===== config.mk =====
export PLATFORM = sky130hd
export DESIGN_NAME = obf_restore_scheduler
export DESIGN_NICKNAME = d
export VERILOG_FILES = /design/src/rtl/obf_pkg.sv /design/src/rtl/obf_lfsr.sv /design/src/rtl/obf_restore_scheduler.sv
export SDC_FILE = /design/constraint.sdc
export NUM_CORES = 1
export LEC_CHECK = 0
export ABC_AREA = 1
export CAP_MARGIN = 10
export CORE_AREA = 2 2 56 58
export DETAILED_ROUTE_END_ITERATION = 8
export DIE_AREA = 0 0 58 60
export PLACE_DENSITY = 0.78
export SYNTH_ARGS = -nofsm -noshare
export SYNTH_HDL_FRONTEND = slang
export SYNTH_HIERARCHICAL = 1
export SYNTH_SLANG_ARGS = --single-unit

===== constraint.sdc =====
create_clock -name clk -period 2.74 [get_ports clk]
set_input_delay 0.411 -clock clk [delete_from_list [all_inputs] [get_ports clk]]
set_output_delay 0.411 -clock clk [all_outputs]
set_load 0.005 [all_outputs]

===== src/rtl/obf_pkg.sv =====
// obf_pkg -- shared definitions for the obfuscation restore scheduler.
//   state_t    : scheduler states RUN, FLIP, RESTORE, LOCKED
//   TAPS_<n>   : Fibonacci LFSR feedback masks, one per supported width
//   lfsr_taps  : selects the feedback mask for a given LFSR width (2..11)
// Mask convention: the register shifts toward the MSB and the feedback bit
// enters at bit 0; a set mask bit k feeds state[k] into the XOR.  For width L
// and primitive trinomial x^L + x^m + 1 the mask is bit(L-1) | bit(L-1-m).
package obf_pkg;

    typedef enum logic [1:0] {
        RUN     = 2'd0,
        FLIP    = 2'd1,
        RESTORE = 2'd2,
        LOCKED  = 2'd3
    } state_t;

    localparam logic [31:0] TAPS_2  = 32'h0000_0003; // x^2  + x   + 1
    localparam logic [31:0] TAPS_3  = 32'h0000_0005; // x^3  + x^2 + 1
    localparam logic [31:0] TAPS_4  = 32'h0000_0009; // x^4  + x^3 + 1
    localparam logic [31:0] TAPS_5  = 32'h0000_0014; // x^5  + x^2 + 1
    localparam logic [31:0] TAPS_6  = 32'h0000_0021; // x^6  + x^5 + 1
    localparam logic [31:0] TAPS_7  = 32'h0000_0041; // x^7  + x^6 + 1
    localparam logic [31:0] TAPS_8  = 32'h0000_008E; // x^8 + x^6 + x^5 + x^4 + 1
    localparam logic [31:0] TAPS_9  = 32'h0000_0108; // x^9  + x^5 + 1
    localparam logic [31:0] TAPS_10 = 32'h0000_0204; // x^10 + x^7 + 1
    localparam logic [31:0] TAPS_11 = 32'h0000_0402; // x^11 + x^9 + 1

    function automatic logic [31:0] lfsr_taps(input int len);
        case (len)
            2:       return TAPS_2;
            3:       return TAPS_3;
            4:       return TAPS_4;
            5:       return TAPS_5;
            6:       return TAPS_6;
            7:       return TAPS_7;
            8:       return TAPS_8;
            9:       return TAPS_9;
            10:      return TAPS_10;
            11:      return TAPS_11;
            default: return TAPS_5;
        endcase
    endfunction

endpackage


===== src/rtl/obf_lfsr.sv =====
// obf_lfsr -- Fibonacci maximal-length LFSR.
//   clk   : clock
//   reset : synchronous active-high; loads seed (a zero seed becomes 1,
//           since the all-zero state would lock the register)
//   seed  : LEN-bit load value
//   step  : advance one step this cycle
//   state : current register value
module obf_lfsr
    import obf_pkg::*;
#(
    parameter int LEN = 5
) (
    input  logic           clk,
    input  logic           reset,
    input  logic [LEN-1:0] seed,
    input  logic           step,
    output logic [LEN-1:0] state
);

    localparam logic [31:0]    TAPS_FULL = lfsr_taps(LEN);
    localparam logic [LEN-1:0] TAPS      = TAPS_FULL[LEN-1:0];
    localparam logic [LEN-1:0] ONE       = {{(LEN-1){1'b0}}, 1'b1};

    logic [LEN-1:0] state_reg;

    always_ff @(posedge clk) begin
        if (reset) begin
            state_reg <= (seed == '0) ? ONE : seed;
        end else if (step) begin
            state_reg <= {state_reg[LEN-2:0], ^(state_reg & TAPS)};
        end
    end

    assign state = state_reg;

endmodule


===== src/rtl/obf_restore_scheduler.sv =====
// obf_restore_scheduler -- schedules corruption flips and key-driven restores.
//   clk, reset     : clock, synchronous active-high reset
//   en             : scheduler enable (gates RUN progress only)
//   lfsr_seed      : LFSR seed loaded on reset
//   in_vec         : watched primary inputs, compared against KEY
//   fsm_flip       : one-hot corruption select (zero in RUN/RESTORE)
//   freeze         : flop-bank hold, high throughout FLIP
//   restore_flag   : one-cycle strobe in RESTORE
//   comparator_sig : combinational in_vec == KEY
//   busy           : high whenever not in RUN
//   flip_count     : FLIP entries since reset, saturating at 255
//                    (present only when OBF_FLIP_COUNT_EN is defined)
module obf_restore_scheduler
    import obf_pkg::*;
#(
    parameter int                   LFSR_LEN    = 5,
    parameter int                   COUNTER_LEN = 7,
    parameter int                   FLIP_W      = 3,
    parameter int                   DEADLINE    = 5,
    parameter int                   INPUT_LEN   = 4,
    parameter logic [INPUT_LEN-1:0] KEY         = '0
) (
    input  logic                 clk,
    input  logic                 reset,
    input  logic                 en,
    input  logic [LFSR_LEN-1:0]  lfsr_seed,
    input  logic [INPUT_LEN-1:0] in_vec,
    output logic [FLIP_W-1:0]    fsm_flip,
    output logic                 freeze,
    output logic                 restore_flag,
    output logic                 comparator_sig,
    output logic                 busy
`ifdef OBF_FLIP_COUNT_EN
    ,
    output logic [7:0]           flip_count
`endif
);

    localparam logic [COUNTER_LEN-1:0] CNT_MAX = '1;
    localparam logic [COUNTER_LEN-1:0] DL_M1   = COUNTER_LEN'(DEADLINE - 1);

    state_t                  state_reg;
    logic [COUNTER_LEN-1:0]  cnt_reg;        // RUN cycles in RUN, dwell cycles in FLIP
    logic [FLIP_W-1:0]       fsm_flip_reg;
    logic                    freeze_reg;
    logic                    restore_flag_reg;
    logic                    busy_reg;

    logic [LFSR_LEN-1:0]     lfsr_state;
    logic                    lfsr_step;
    logic                    run_fire;
    logic [31:0]             flip_idx;
    logic [FLIP_W-1:0]       flip_sel;

    // The LFSR only advances on enabled RUN cycles, including the cycle
    // that launches a FLIP, so the pattern keeps moving across restores.
    assign lfsr_step = (state_reg == RUN) && en;

    obf_lfsr #(
        .LEN (LFSR_LEN)
    ) u_lfsr (
        .clk   (clk),
        .reset (reset),
        .seed  (lfsr_seed),
        .step  (lfsr_step),
        .state (lfsr_state)
    );

    assign comparator_sig = (in_vec == KEY);

    // Launch on a random opportunity after the deadline, or unconditionally
    // at the counter ceiling so the counter never wraps.
    assign run_fire = en && (((cnt_reg >= DL_M1) && lfsr_state[0]) || (cnt_reg == CNT_MAX));

    // Corruption target is taken from the pre-step LFSR value that fired.
    assign flip_idx = 32'(lfsr_state) % 32'(FLIP_W);

    for (genvar gi = 0; gi < FLIP_W; gi++) begin : g_flip_sel
        assign flip_sel[gi] = (flip_idx == 32'(gi));
    end

    always_ff @(posedge clk) begin
        if (reset) begin
            state_reg        <= RUN;
            cnt_reg          <= '0;
            fsm_flip_reg     <= '0;
            freeze_reg       <= 1'b0;
            restore_flag_reg <= 1'b0;
            busy_reg         <= 1'b0;
        end else begin
            case (state_reg)
                RUN: begin
                    if (run_fire) begin
                        state_reg    <= FLIP;
                        cnt_reg      <= '0;
                        fsm_flip_reg <= flip_sel;
                        freeze_reg   <= 1'b1;
                        busy_reg     <= 1'b1;
                    end else if (en) begin
                        cnt_reg <= cnt_reg + 1'b1;
                    end
                end
                FLIP: begin
                    if (comparator_sig) begin
                        state_reg        <= RESTORE;
                        fsm_flip_reg     <= '0;
                        freeze_reg       <= 1'b0;
                        restore_flag_reg <= 1'b1;
                    end else if (cnt_reg == DL_M1) begin
                        // Dwell expired: keep the corruption select, release hold.
                        state_reg  <= LOCKED;
                        freeze_reg <= 1'b0;
                    end else begin
                        cnt_reg <= cnt_reg + 1'b1;
                    end
                end
                RESTORE: begin
                    state_reg        <= RUN;
                    cnt_reg          <= '0;
                    restore_flag_reg <= 1'b0;
                    busy_reg         <= 1'b0;
                end
                LOCKED: begin
                    if (comparator_sig) begin
                        state_reg        <= RESTORE;
                        fsm_flip_reg     <= '0;
                        restore_flag_reg <= 1'b1;
                    end
                end
                default: begin
                    state_reg        <= RUN;
                    cnt_reg          <= '0;
                    fsm_flip_reg     <= '0;
                    freeze_reg       <= 1'b0;
                    restore_flag_reg <= 1'b0;
                    busy_reg         <= 1'b0;
                end
            endcase
        end
    end

`ifdef OBF_FLIP_COUNT_EN
    logic [7:0] flip_count_reg;

    always_ff @(posedge clk) begin
        if (reset) begin
            flip_count_reg <= '0;
        end else if ((state_reg == RUN) && run_fire && (flip_count_reg != 8'hFF)) begin
            flip_count_reg <= flip_count_reg + 8'd1;
        end
    end

    assign flip_count = flip_count_reg;
`endif

    assign fsm_flip     = fsm_flip_reg;
    assign freeze       = freeze_reg;
    assign restore_flag = restore_flag_reg;
    assign busy         = busy_reg;

endmodule


* After elaboration in Yosys (flattened, before gate mapping)
Cells that the tools add are included.
** Word-level totals
- Flip-flop bits (word level) :: 20
- Latch bits :: 0
- RAM bits :: 0
- ROM bits :: 0
- Input bits :: 12
- Output and inout port bits :: 7
- Word-level logic and storage cells :: 69
- Memories kept :: 0
** Operators by class
- Add/subtract/negate cells :: 1
- Multiply operators :: 0
- Div/mod/pow operators :: 1
- Order comparisons :: 1
- Eq/ne operators :: 14
- Shifts and indexed selects :: 0
- Mux-type cells :: 23
- Bitwise operators :: 0
- Reduce and logical (&&, ||, !) cells :: 22
** Operators by type and width (number)
- == test 32 x 1 -> 1 bit, second input constant :: 1
- == test 32 x 2 -> 1 bit, second input constant :: 1
- zero test 32 bit :: 1
- remainder unit 5 x 2 -> 32 bit, second input constant :: 1
- 2-to-1 mux 7 bit :: 4
- one-hot mux 7 bit (3 select lines) :: 1
- 2-to-1 mux 5 bit :: 3
- nonzero test 2 bit :: 5
- AND reduction 3 bit :: 3
- 2-to-1 mux 2 bit :: 4
- inequality test 2 bit, second input constant :: 4
- one-hot mux 2 bit (4 select lines) :: 1
- adder 7 x 1 -> 7 bit, second input constant :: 1
- == test 7 x 3 -> 1 bit, second input constant :: 1
- == test 7 bit, second input constant :: 1
- greater-or-equal comparator 7 x 3 -> 1 bit, second input constant :: 1
- 2-to-1 mux 3 bit :: 2
- inequality test 3 bit, second input constant :: 2
- one-hot mux 1 bit (2 select lines) :: 3
- one-hot mux 3 bit (2 select lines) :: 1
- zero test 5 bit :: 1
- parity 5 bit :: 1
- == test 2 bit, second input constant :: 2
- zero test 4 bit :: 1
- other kinds (10) :: 16

* Logic depth before layout (Yosys ltp)
Gate-level depths: netlist of the first run.
- Depth in word-level cells :: 6
- Gate-level depth with buffers :: 23
- Depth with buffers taken out :: 23

* Hierarchy
The synthesis of the first run kept the hierarchy.
** By module, submodules not included
- obf_restore_scheduler :: instances 1, cells an instance 196, area an instance 1292.5 um^2, seq. area each 300.3 um^2
- obf_lfsr :: instances 1, cells an instance 30, area an instance 251.5 um^2, seq. area each 150.1 um^2

* Worst setup path before layout of the first run
No wires, ideal clock.
- Path type :: reg-to-reg
- From :: register u_lfsr.state_reg[4] (netlist: u_lfsr/state[4])
- To :: register fsm_flip_reg[0] (netlist: fsm_flip[0])
- Setup time :: 70 ps
- Data arrival time :: 2417 ps
- Required time :: 2670 ps
- Path slack :: 253 ps
- Cell stages (with the launch flop) :: 21
- Path buffers :: 0
- Period minus slack after synthesis :: 2487 ps
- Cell sequence :: edfxtp_1 -> inv_1 -> nand2_2 -> inv_1 -> ha_1 -> inv_2 -> nand2_2 -> nand2_4 -> nand3_2 -> nand2_4 -> nand2_1 -> nand2_1 -> inv_1 -> ha_1 -> a21oi_4 -> nand3_4 -> nand3_1 -> nand2_1 -> nor2_2 -> nand3_1 -> a21oi_1
** On the way
- Longest elaborated chain between the ends :: 4
** RTL lines
- start, declared :: RTL line obf_lfsr.sv:24 : logic [LEN-1:0] state_reg;
- start signal, assigned :: RTL line obf_lfsr.sv:28 : state_reg <= (seed == '0) ? ONE : seed;
- start signal, assigned :: RTL line obf_lfsr.sv:30 : state_reg <= {state_reg[LEN-2:0], ^(state_reg & TAPS)};
- remainder unit 5 x 2 -> 32 bit :: RTL line obf_restore_scheduler.sv:76 : assign flip_idx = 32'(lfsr_state) % 32'(FLIP_W);
- zero test 32 bit :: RTL line obf_restore_scheduler.sv:79 : assign flip_sel[gi] = (flip_idx == 32'(gi));
- 2-to-1 mux 3 bit :: RTL line obf_restore_scheduler.sv:93 : if (run_fire) begin
- one-hot mux 3 bit (2 select lines) :: RTL line obf_restore_scheduler.sv:91 : case (state_reg)
- end signal, assigned :: RTL line obf_restore_scheduler.sv:96 : fsm_flip_reg <= flip_sel;
- end, declared :: RTL line obf_restore_scheduler.sv:44 : logic [FLIP_W-1:0] fsm_flip_reg;
No other way between the ends. The select of a mux whose other input is x is not followed.
A chain may end at the register's enable or synchronous reset.

* Final worst setup path of the first run
Same ends and word-level chain as after synthesis.

==> results.txt, run 1 <==
Largest net degree at the start of global routing -> 16
WL/cell -> 11.33 um
Final nets -> 278
Placement Cell Area -> 1764 um2
PnR worst setup slack -> 0.09774 ns
CTS tree -> yes
Worst min path class -> register to register
# setup viols final -> 0
CP Cell Sequence -> inv_1 > nand2_2 > inv_2 > ha_4 > inv_4 > nand2_4 > nand2_4 > nand2_4 > nor2_8 > nand3_4 > nand2_4 > inv_4 > ha_4 > a21oi_4 > nand3_4 > nand3_1 > nand2_1 > nor2_2 > nand3_1 > a21oi_1
Worst-path fanout max -> 5
Max FFs per register -> 7
Inserted Clock Buffers -> 3
Vias per inst -> 5.184
Gpl congestion -> 0.8805
CTS hold repair buffers -> 0
Number of DRC markers in iteration 0 -> 74
Max clock buf depth -> 2
# IOs -> 19
Max Cap Viol -> 0
Routed length on met1 -> 1.469 mm
Worst-path clk slew -> 0.11 ns
Synth Warn # -> 6
H-tree lvl count -> 1
Starting Density -> 53.19%
Worst Path Required -> 2.97 ns
Max-slew headroom -> 64.96%
Die Span X -> 58 um
Setup tns final -> 0 ns
Clk Tree Root Cell -> clkbuf_4
Critical Path AT -> 2.88 ns
Area delta synth->final -> 26.26%
First-pass DRT Iterations -> 4
Hold path start -> restore_flag
Syn_nets -> 248
#FFs+latches synth -> 20
Final Cell Area -> 1949 um2
Number of global-route vias before repair -> 1,316
Count of different cell masters after synthesis -> 34
Residual DRC -> 0
Port Buf Inserts -> 18
Filler cell count -> 247
Clock skew -> 0.004699 ns
Achievable Freq -> 378.5 MHz
Slew Viols, Final -> 0
Register area share after synthesis -> 29.17%
HPWL after DPL -> 2.300 mm
GRT Residual Overflow -> 0
Total power -> 1.663 mW
Core area -> 2903 um2
Power per cell area -> 853.2 nW/um2
Total GRT Usage -> 19.07%
DR vias -> 1,493
Status -> complete, no violations
Setup Crit Path Kind -> register to register
Min cycle time layout -> 2.642 ns
Critical path startpoint category -> register
Die Span Y -> 60 um
Placed Cells -> 276
Worst VDD drop -> 0.7271 mV
Hold Vio Cnt, Final -> 0
Post-Syn Area per Cell -> 6.832 um2
CTS sink cnt -> 20
Most frequent CP cell -> nand2_4
Clk_lat worst skew -> 0.31 ns
Antenna cells -> 0
Pleak -> 0.8949 nW
Met3 wire length -> 79 um
Post-route antenna net violation count -> 0
Drt total wl -> 3.262 mm
Metal2 WL -> 1.644 mm
Most common cell after layout, fill and taps aside -> nand2_1
First-pass GRT wire length -> 5.257 mm
Num rows -> 20
Reg-to-reg startpoint -> u_lfsr/state[4]
Post-Synthesis Cell Area -> 1544 um2
Top routing layer in use -> met4
Setup crit end kind -> register
WP buf/inv -> 4
Setup slack at placement -> 0.02284 ns
Slowest CP cell -> edfxtp_1
Non-Filler Instances -> 288
Max stage delay on crit path -> 0.43 ns
Post-Syn Instances -> 226
Final core occ -> 67.16%
Slew of the pin with the lowest slew margin -> 0.5240 ns
Layout cells sized above 1 -> 20.78%
Die footprint -> 3480 um2
Final Cycle Share -> 96.43%
Initial antenna violation count -> 0
Commonest non-fill, non-tap cells in the layout -> 53 x nand2_1, 29 x inv_1, 20 x nor2_1, 18 x nand3_1, 18 x clkdlybuf4s50_1
Hold slack final -> 0.4586 ns
Worst setup path start -> u_lfsr/state[4]
Delay-heaviest family, CP -> simple AND/OR/NAND/NOR gates
[cell usage after synthesis]
cell type / instances / area share, %
nand2_1: 58 / 14
inv_1: 32 / 7.8
nor2_1: 21 / 5.1
nand3_1: 19 / 6.2
dfxtp_1: 15 / 19
o21ai_0: 13 / 4.2
ha_1: 10 / 8.1
a21oi_1: 9 / 2.9
nand2_2: 7 / 2.8
edfxtp_1: 5 / 9.7
inv_2: 5 / 1.2
nand2_4: 4 / 2.9
a22oi_1: 2 / 0.97
nand3b_1: 2 / 0.97
nand4_1: 2 / 0.81
nor2_2: 2 / 0.81
or2_2: 2 / 0.81
xor2_1: 2 / 1.1
a211oi_1: 1 / 0.49
a21oi_4: 1 / 1.1
a221oi_1: 1 / 0.57
a32oi_1: 1 / 0.57
clkbuf_1: 1 / 0.24
clkbuf_2: 1 / 0.32
nand3_2: 1 / 0.65
nand3_4: 1 / 1.1
nand3b_2: 1 / 0.73
nor2_8: 1 / 1.3
nor3_1: 1 / 0.32
nor4_2: 1 / 0.81
o21a_1: 1 / 0.49
o21ai_1: 1 / 0.32
o21ai_2: 1 / 0.57
or2_1: 1 / 0.41
[per-layer routing]
metal  up-vias  GRT usage [%]
met3        10          1.948
met2        26          33.44
met1       674          23.47
met4         0          8.970
li1        783              -
met5         -              0
[path summary, 6_finish.rpt]
| check | to | slack [ns] | depth (start not counted) |
|---|---|---|---|
| min reg2reg | restore_flag | 0.46 | 2 |
| max reg2reg | fsm_flip[0] | 0.1 | 20 |
| min | restore_flag | 0.46 | 2 |
| max | fsm_flip[0] | 0.1 | 20 |
[where the power goes]
group | internal (mW) | total (mW) | switching [mW]
Clock | 0.0569 | 0.146 | 0.0891
Combinational | 0.431 | 1.11 | 0.679
Sequential | 0.357 | 0.408 | 0.0509
Total | 0.844 | 1.66 | 0.819
[worst register-to-register path, delay by kind of cell, from the launching register on]
kind / cells / cell delay, ns
and+or+nand+nor: 12 / 1.21
DFF: 1 / 0.43
adders and majority gates: 2 / 0.38
AOI/OAI and AO/OA: 2 / 0.28
buffers and inverters: 4 / 0.27
[cells by family (layout without fill, tap and decap cells)]
group,Yosys count,after routing,share of synthesized area [%]
buffers and inverters,39,68,9.562
DFF,20,20,29.17
adders and majority gates,10,10,8.104
xor gates and xnor gates,2,2,1.135
AOI/OAI and AO/OA,31,31,12.16
and+or+nand+nor,124,124,39.87
[layout make-up]
type	instances	area [um2]	area share [%]
multi-input cells	167	1040	53.34
flip-flops and latches	20	450.4	23.11
repair buffers	27	247.7	12.71
inverters	37	143.9	7.381
well taps	33	41.29	2.118
clock buffers	4	26.28	1.348
[repair_timing]
item | in CTS | in global routing
resized for setup | 0 | 23
setup endpoints to repair | 1 | 3
cloned | 0 | 0
endpoints found under the hold margin | 0 | 0
pin swaps | 0 | 13
buffers inserted | 2 | 6
(Power assumes the default switching activity.)
==> inputs of run 2 (changes only) <==
--- a/config.mk
+++ b/config.mk
@@ -10,6 +10,8 @@
 export CORE_AREA = 2 2 56 58
 export DETAILED_ROUTE_END_ITERATION = 8
 export DIE_AREA = 0 0 58 60
+export GPL_TIMING_DRIVEN = 0
+export HOLD_SLACK_MARGIN = 0.15
 export PLACE_DENSITY = 0.78
 export SYNTH_ARGS = -nofsm -noshare
 export SYNTH_HDL_FRONTEND = slang
==> run 2 against run 1 <==
Global-route usage is 0.40 points lower. Hold slack improved by 0.0051 ns. Sequential cell count did not move. Combinational power decreased by 9.9%. Die area did not move. Routed wire length is 6.6% lower. Cell area down 3.9%. Power is 7.0% lower. Via count fell by 2.6%. Cell count unchanged. Sequential power fell by 2%.
==> results.txt, run 2 (synthesis results as in run 1) <==
Commonest non-fill, non-tap cells in the layout -> 56 x nand2_1, 30 x inv_1, 21 x nor2_1, 18 x nand3_1, 18 x clkdlybuf4s50_1
Post-route antenna net violation count -> 0
# setup viols final -> 0
Reg-to-reg startpoint -> u_lfsr/state[3]
GRT Residual Overflow -> 0
Worst min path class -> register to register
Initial antenna violation count -> 0
DR vias -> 1,454
Setup Crit Path Kind -> register to register
Max-slew headroom -> 67.64%
Area delta synth->final -> 21.39%
Delay-heaviest family, CP -> simple AND/OR/NAND/NOR gates
Pleak -> 0.8872 nW
Clock skew -> 0.006328 ns
Final Cell Area -> 1874 um2
CP Cell Sequence -> nand2_2 > inv_2 > ha_1 > inv_2 > nand2_2 > nand2_4 > nand2_4 > nor2_8 > nand3_2 > nand2_2 > inv_2 > ha_4 > a21oi_4 > nand3_4 > nand2_1 > nand2_1 > nor2_1 > nand3_1 > a21oi_1
Max FFs per register -> 7
Die Span X -> 58 um
Worst-case reg-to-reg path depth -> 19
CTS sink cnt -> 20
WP buf/inv -> 3
Max clock buf depth -> 2
Total GRT Usage -> 18.67%
Clk_lat worst skew -> 0.31 ns
H-tree lvl count -> 1
Worst setup path end -> fsm_flip[1]
Max Cap Viol -> 0
Setup tns final -> 0 ns
Worst path depth -> 19
Vias per inst -> 5.049
Worst setup path start -> u_lfsr/state[3]
Status -> complete, no violations
Critical path startpoint category -> register
Starting Density -> 53.19%
Inserted Clock Buffers -> 3
Drt total wl -> 3.046 mm
HPWL after DPL -> 2.332 mm
Hold Vio Cnt, Final -> 0
Number of DRC markers in iteration 0 -> 71
Hold slack final -> 0.4636 ns
Slew of the pin with the lowest slew margin -> 0.4815 ns
Worst-path clk slew -> 0.11 ns
Worst Path Required -> 2.98 ns
# IOs -> 19
Power per cell area -> 825.1 nW/um2
Clk Tree Root Cell -> clkbuf_4
Num rows -> 20
Port Buf Inserts -> 18
Setup crit end kind -> register
Total power -> 1.547 mW
CTS tree -> yes
Slowest CP cell -> edfxtp_1
Number of global-route vias before repair -> 1,254
Core area -> 2903 um2
Max stage delay on crit path -> 0.44 ns
Die Span Y -> 60 um
Layout cells sized above 1 -> 18.04%
Final Cycle Share -> 93.81%
Antenna cells -> 0
First-pass GRT wire length -> 5.112 mm
Critical Path AT -> 2.81 ns
Final nets -> 278
Worst reg-to-reg setup slack -> 0.17 ns
Min cycle time layout -> 2.571 ns
Worst-path fanout max -> 5
Die footprint -> 3480 um2
Residual DRC -> 0
Slew Viols, Final -> 0
CTS hold repair buffers -> 0
Most common cell after layout, fill and taps aside -> nand2_1
First-pass DRT Iterations -> 4
Final core occ -> 64.57%
Largest net degree at the start of global routing -> 12
Reg-to-reg endpoint -> fsm_flip[1]
Achievable Freq -> 389.0 MHz
Placement Cell Area -> 1765 um2
WL/cell -> 10.58 um
Gpl congestion -> 0.8378
Worst VDD drop -> 0.5978 mV
run 2: worst min-delay path, stage by stage, from the launching register on:
cell and delay, ns:
dfxtp_1 0.33, inv_1 0.05, a21oi_1 0.05
run 2: area by class of cell:
cell class | instances | area (um2)
sequential | 20 | 450.4
fill | 269 | 1028
clock inverter | 1 | 3.754
clock buffer | 3 | 22.52
inverter | 37 | 138.9
timing repair buffer | 26 | 240.2
tap | 33 | 41.29
buffer | 1 | 5.005
multi-input combinational | 167 | 972.2
run 2: worst min path at each step:
| stage | cells after the start | endpoint | start |
|---|---|---|---|
| final | 2 | restore_flag | restore_flag |
| after detailed placement | 2 | restore_flag | restore_flag |
| after global placement | 2 | restore_flag | restore_flag |
| after floorplan | 2 | restore_flag | restore_flag |
| after CTS | 2 | restore_flag | restore_flag |
| after global routing | 2 | restore_flag | restore_flag |
run 2: per-layer routing:
layer / share of wire, % / vias to the layer above / track usage, % / wire length, um
met1: 46 / 655 / 23.50 / 1398
met5: 0 / - / 0 / 0
met3: 1.2 / 5 / 1.299 / 38
met4: 1.8 / 0 / 7.973 / 55
met2: 51 / 12 / 32.95 / 1553
li1: - / 782 / - / -
run 2: metrics by stage:
stage / setup WS (ns) / std cells
5_1_grt: -0.03008 / 288
6_report: 0.1695 / 288
2_1_floorplan: 0.2528 / 226
3_5_place_dp: -0.009740 / 277
4_1_cts: 0.01816 / 285
3_3_place_gp: 0.05115 / 277
run 2: what timing repair did:
item | in CTS | in global routing
pin swaps | 0 | 8
setup buffers | 4 | 4
setup endpoints to repair | 3 | 3
cloned | 0 | 0
resized for setup | 0 | 8
run 2: power breakdown:
group	total, mW	internal (mW)	leakage, nW	switching (mW)
logic	1.00	0.386	0.699	0.616
registers	0.400	0.357	0.173	0.0431
clock network	0.145	0.0532	0.0154	0.0921
==> inputs of run 3 (changes only) <==
--- a/config.mk
+++ b/config.mk
@@ -7,12 +7,13 @@
 export LEC_CHECK = 0
 export ABC_AREA = 1
 export CAP_MARGIN = 10
-export CORE_AREA = 2 2 56 58
+export CORE_AREA = 2 2 59 61
 export DETAILED_ROUTE_END_ITERATION = 8
-export DIE_AREA = 0 0 58 60
+export DIE_AREA = 0 0 61 63
+export DONT_BUFFER_PORTS = 1
 export GPL_TIMING_DRIVEN = 0
 export HOLD_SLACK_MARGIN = 0.15
-export PLACE_DENSITY = 0.78
+export RECOVER_POWER = 25
 export SYNTH_ARGS = -nofsm -noshare
 export SYNTH_HDL_FRONTEND = slang
 export SYNTH_HIERARCHICAL = 1
==> run 3 against run 2 <==
Cell count decreased by 0.69%. Cell area decreased by 5.5%. Power grew 0.37%. Combinational power about the same. Via count shrank 2.5%. Count of clock-buffer cells in the layout is 1 higher. Critical path depth down 1. Hold slack worse by 0.17 ns. Utilization is 9.7 points lower. Clock power about the same. Sequential power about the same. Critical path type unchanged. Critical endpoint is now fsm_flip[2].
==> results.txt, run 3 (synthesis results as in run 1) <==
Port Buf Inserts -> 0
First-pass DRT Iterations -> 4
Critical path startpoint category -> register
Die Span Y -> 63 um
Non-Filler Instances -> 286
Worst VDD drop -> 0.4296 mV
Hold Vio Cnt, Final -> 0
Achievable Freq -> 390.4 MHz
Total power -> 1.552 mW
Total GRT Usage -> 17.08%
Layout cells sized above 1 -> 22.50%
Worst-path fanout max -> 5
GRT Residual Overflow -> 0
Num rows -> 21
Area delta synth->final -> 14.75%
Most common cell after layout, fill and taps aside -> nand2_1
Clk_lat worst skew -> 0.30 ns
Core area -> 3232 um2
CTS tree -> yes
Initial antenna violation count -> 0
Final Cycle Share -> 93.49%
Slew Viols, Final -> 0
Residual DRC -> 0
# IOs -> 19
Max Cap Viol -> 0
# setup viols final -> 0
Setup crit end kind -> register
H-tree lvl count -> 1
RSZ-0062 raised after global routing -> yes
Drt total wl -> 3.070 mm
Gpl congestion -> 0.8280
Clock skew -> 0.01023 ns
Largest net degree at the start of global routing -> 12
Worst-path clk slew -> 0.11 ns
DR vias -> 1,417
Worst-case reg-to-reg path depth -> 18
Placement Cell Area -> 1602 um2
Final Cell Area -> 1772 um2
Placed Cells -> 272
Max clock buf depth -> 2
Number of global-route vias before repair -> 1,328
Setup tns final -> 0 ns
Slew of the pin with the lowest slew margin -> 0.5433 ns
Pleak -> 0.8291 nW
HPWL after DPL -> 2.400 mm
Max-slew headroom -> 63.48%
Min cycle time layout -> 2.562 ns
Clk Tree Root Cell -> clkbuf_4
Worst min path class -> input pin to register
Post-route antenna net violation count -> 0
Final nets -> 263
Die footprint -> 3843 um2
Setup Crit Path Kind -> register to register
Starting Density -> 47.77%
Hold depth -> 2
Worst Path Required -> 2.98 ns
Vias per inst -> 4.955
Die Span X -> 61 um
Max FFs per register -> 7
Power per cell area -> 876.2 nW/um2
First-pass GRT wire length -> 5.271 mm
Critical Path AT -> 2.80 ns
WL/cell -> 10.73 um
Status -> complete, no violations
Inserted Clock Buffers -> 3
Number of DRC markers in iteration 0 -> 55
Commonest non-fill, non-tap cells in the layout -> 55 x nand2_1, 28 x inv_1, 20 x nor2_1, 18 x nand3_1, 15 x dfxtp_1
CTS sink cnt -> 20
Antenna cells -> 0
-- run 3: cell types whose count changed in the layout (fill, tap and decap cells not counted), sizes merged --
| cell | change |
|---|---|
| clkdlybuf4s50 | -18 |
| clkbuf | +3 |
| buf | +1 |
| clkinv | -1 |
-- run 3: power by group --
part           internal (mW)  switching (mW)  total [mW]
Combinational          0.374           0.634        1.01
Sequential             0.357          0.0454       0.402
Clock                 0.0567          0.0855       0.142
-- run 3: final timing paths --
kind / start / to / slack (ns)
setup reg to reg: u_lfsr/state[2] / fsm_flip[2] / 0.18
hold reg to reg: restore_flag / restore_flag / 0.47
hold / removal: lfsr_seed[4] / u_lfsr/state[4] / 0.29
setup / recovery: u_lfsr/state[2] / fsm_flip[2] / 0.18
-- run 3: per-layer routing --
metal  routed length (um)  up-vias  GRT usage (%)
li1                     -      753              -
met1                 1283      649          20.44
met2                 1682       10          31.05
met3                   58        5          1.656
met4                   45        0          4.891
met5                    0        -              0
-- run 3: what timing repair did --
| action | 4_1_cts | 5_1_grt |
|---|---|---|
| buffers inserted | 5 | 5 |
| hold buffers | 0 | 0 |
| pin swaps | 0 | 14 |
| endpoints found under the hold margin | 0 | 0 |
| setup endpoints to repair | 3 | 3 |
| resized for setup | 0 | 18 |
-- run 3: critical path: stages (launching register included) --
cell	delay, ns
edfxtp_1	0.45
clkbuf_1	0.15
ha_4	0.24
inv_2	0.06
nand2_4	0.05
nand2_4	0.11
nand2_4	0.07
nor2_8	0.15
nand3_2	0.09
nand2_2	0.09
inv_2	0.05
ha_4	0.17
a21oi_4	0.16
nand3_4	0.12
o21ai_2	0.17
nand2_1	0.08
nor2_1	0.10
nand2_1	0.08
a21oi_2	0.13
-- run 3: per-stage QoR --
step	worst slack, ns	util, %	hold WS [ns]
2_1_floorplan	0.2528	-	0.4396
3_3_place_gp	0.05413	49.55	0.4567
3_5_place_dp	-0.03570	49.55	0.4650
4_1_cts	0.006942	51.53	0.2862
5_1_grt	-0.03647	54.82	0.2841
6_report	0.1784	54.82	0.2939
-- run 3: cell type report --
cell class / instances / area, um2
Fill cell: 317 / 1460
Multi-Input combinational cell: 167 / 1018
Sequential cell: 20 / 450.4
Inverter: 37 / 138.9
Timing Repair Buffer: 10 / 71.32
Tap cell: 46 / 57.56
Clock buffer: 4 / 26.28
Buffer: 2 / 8.758
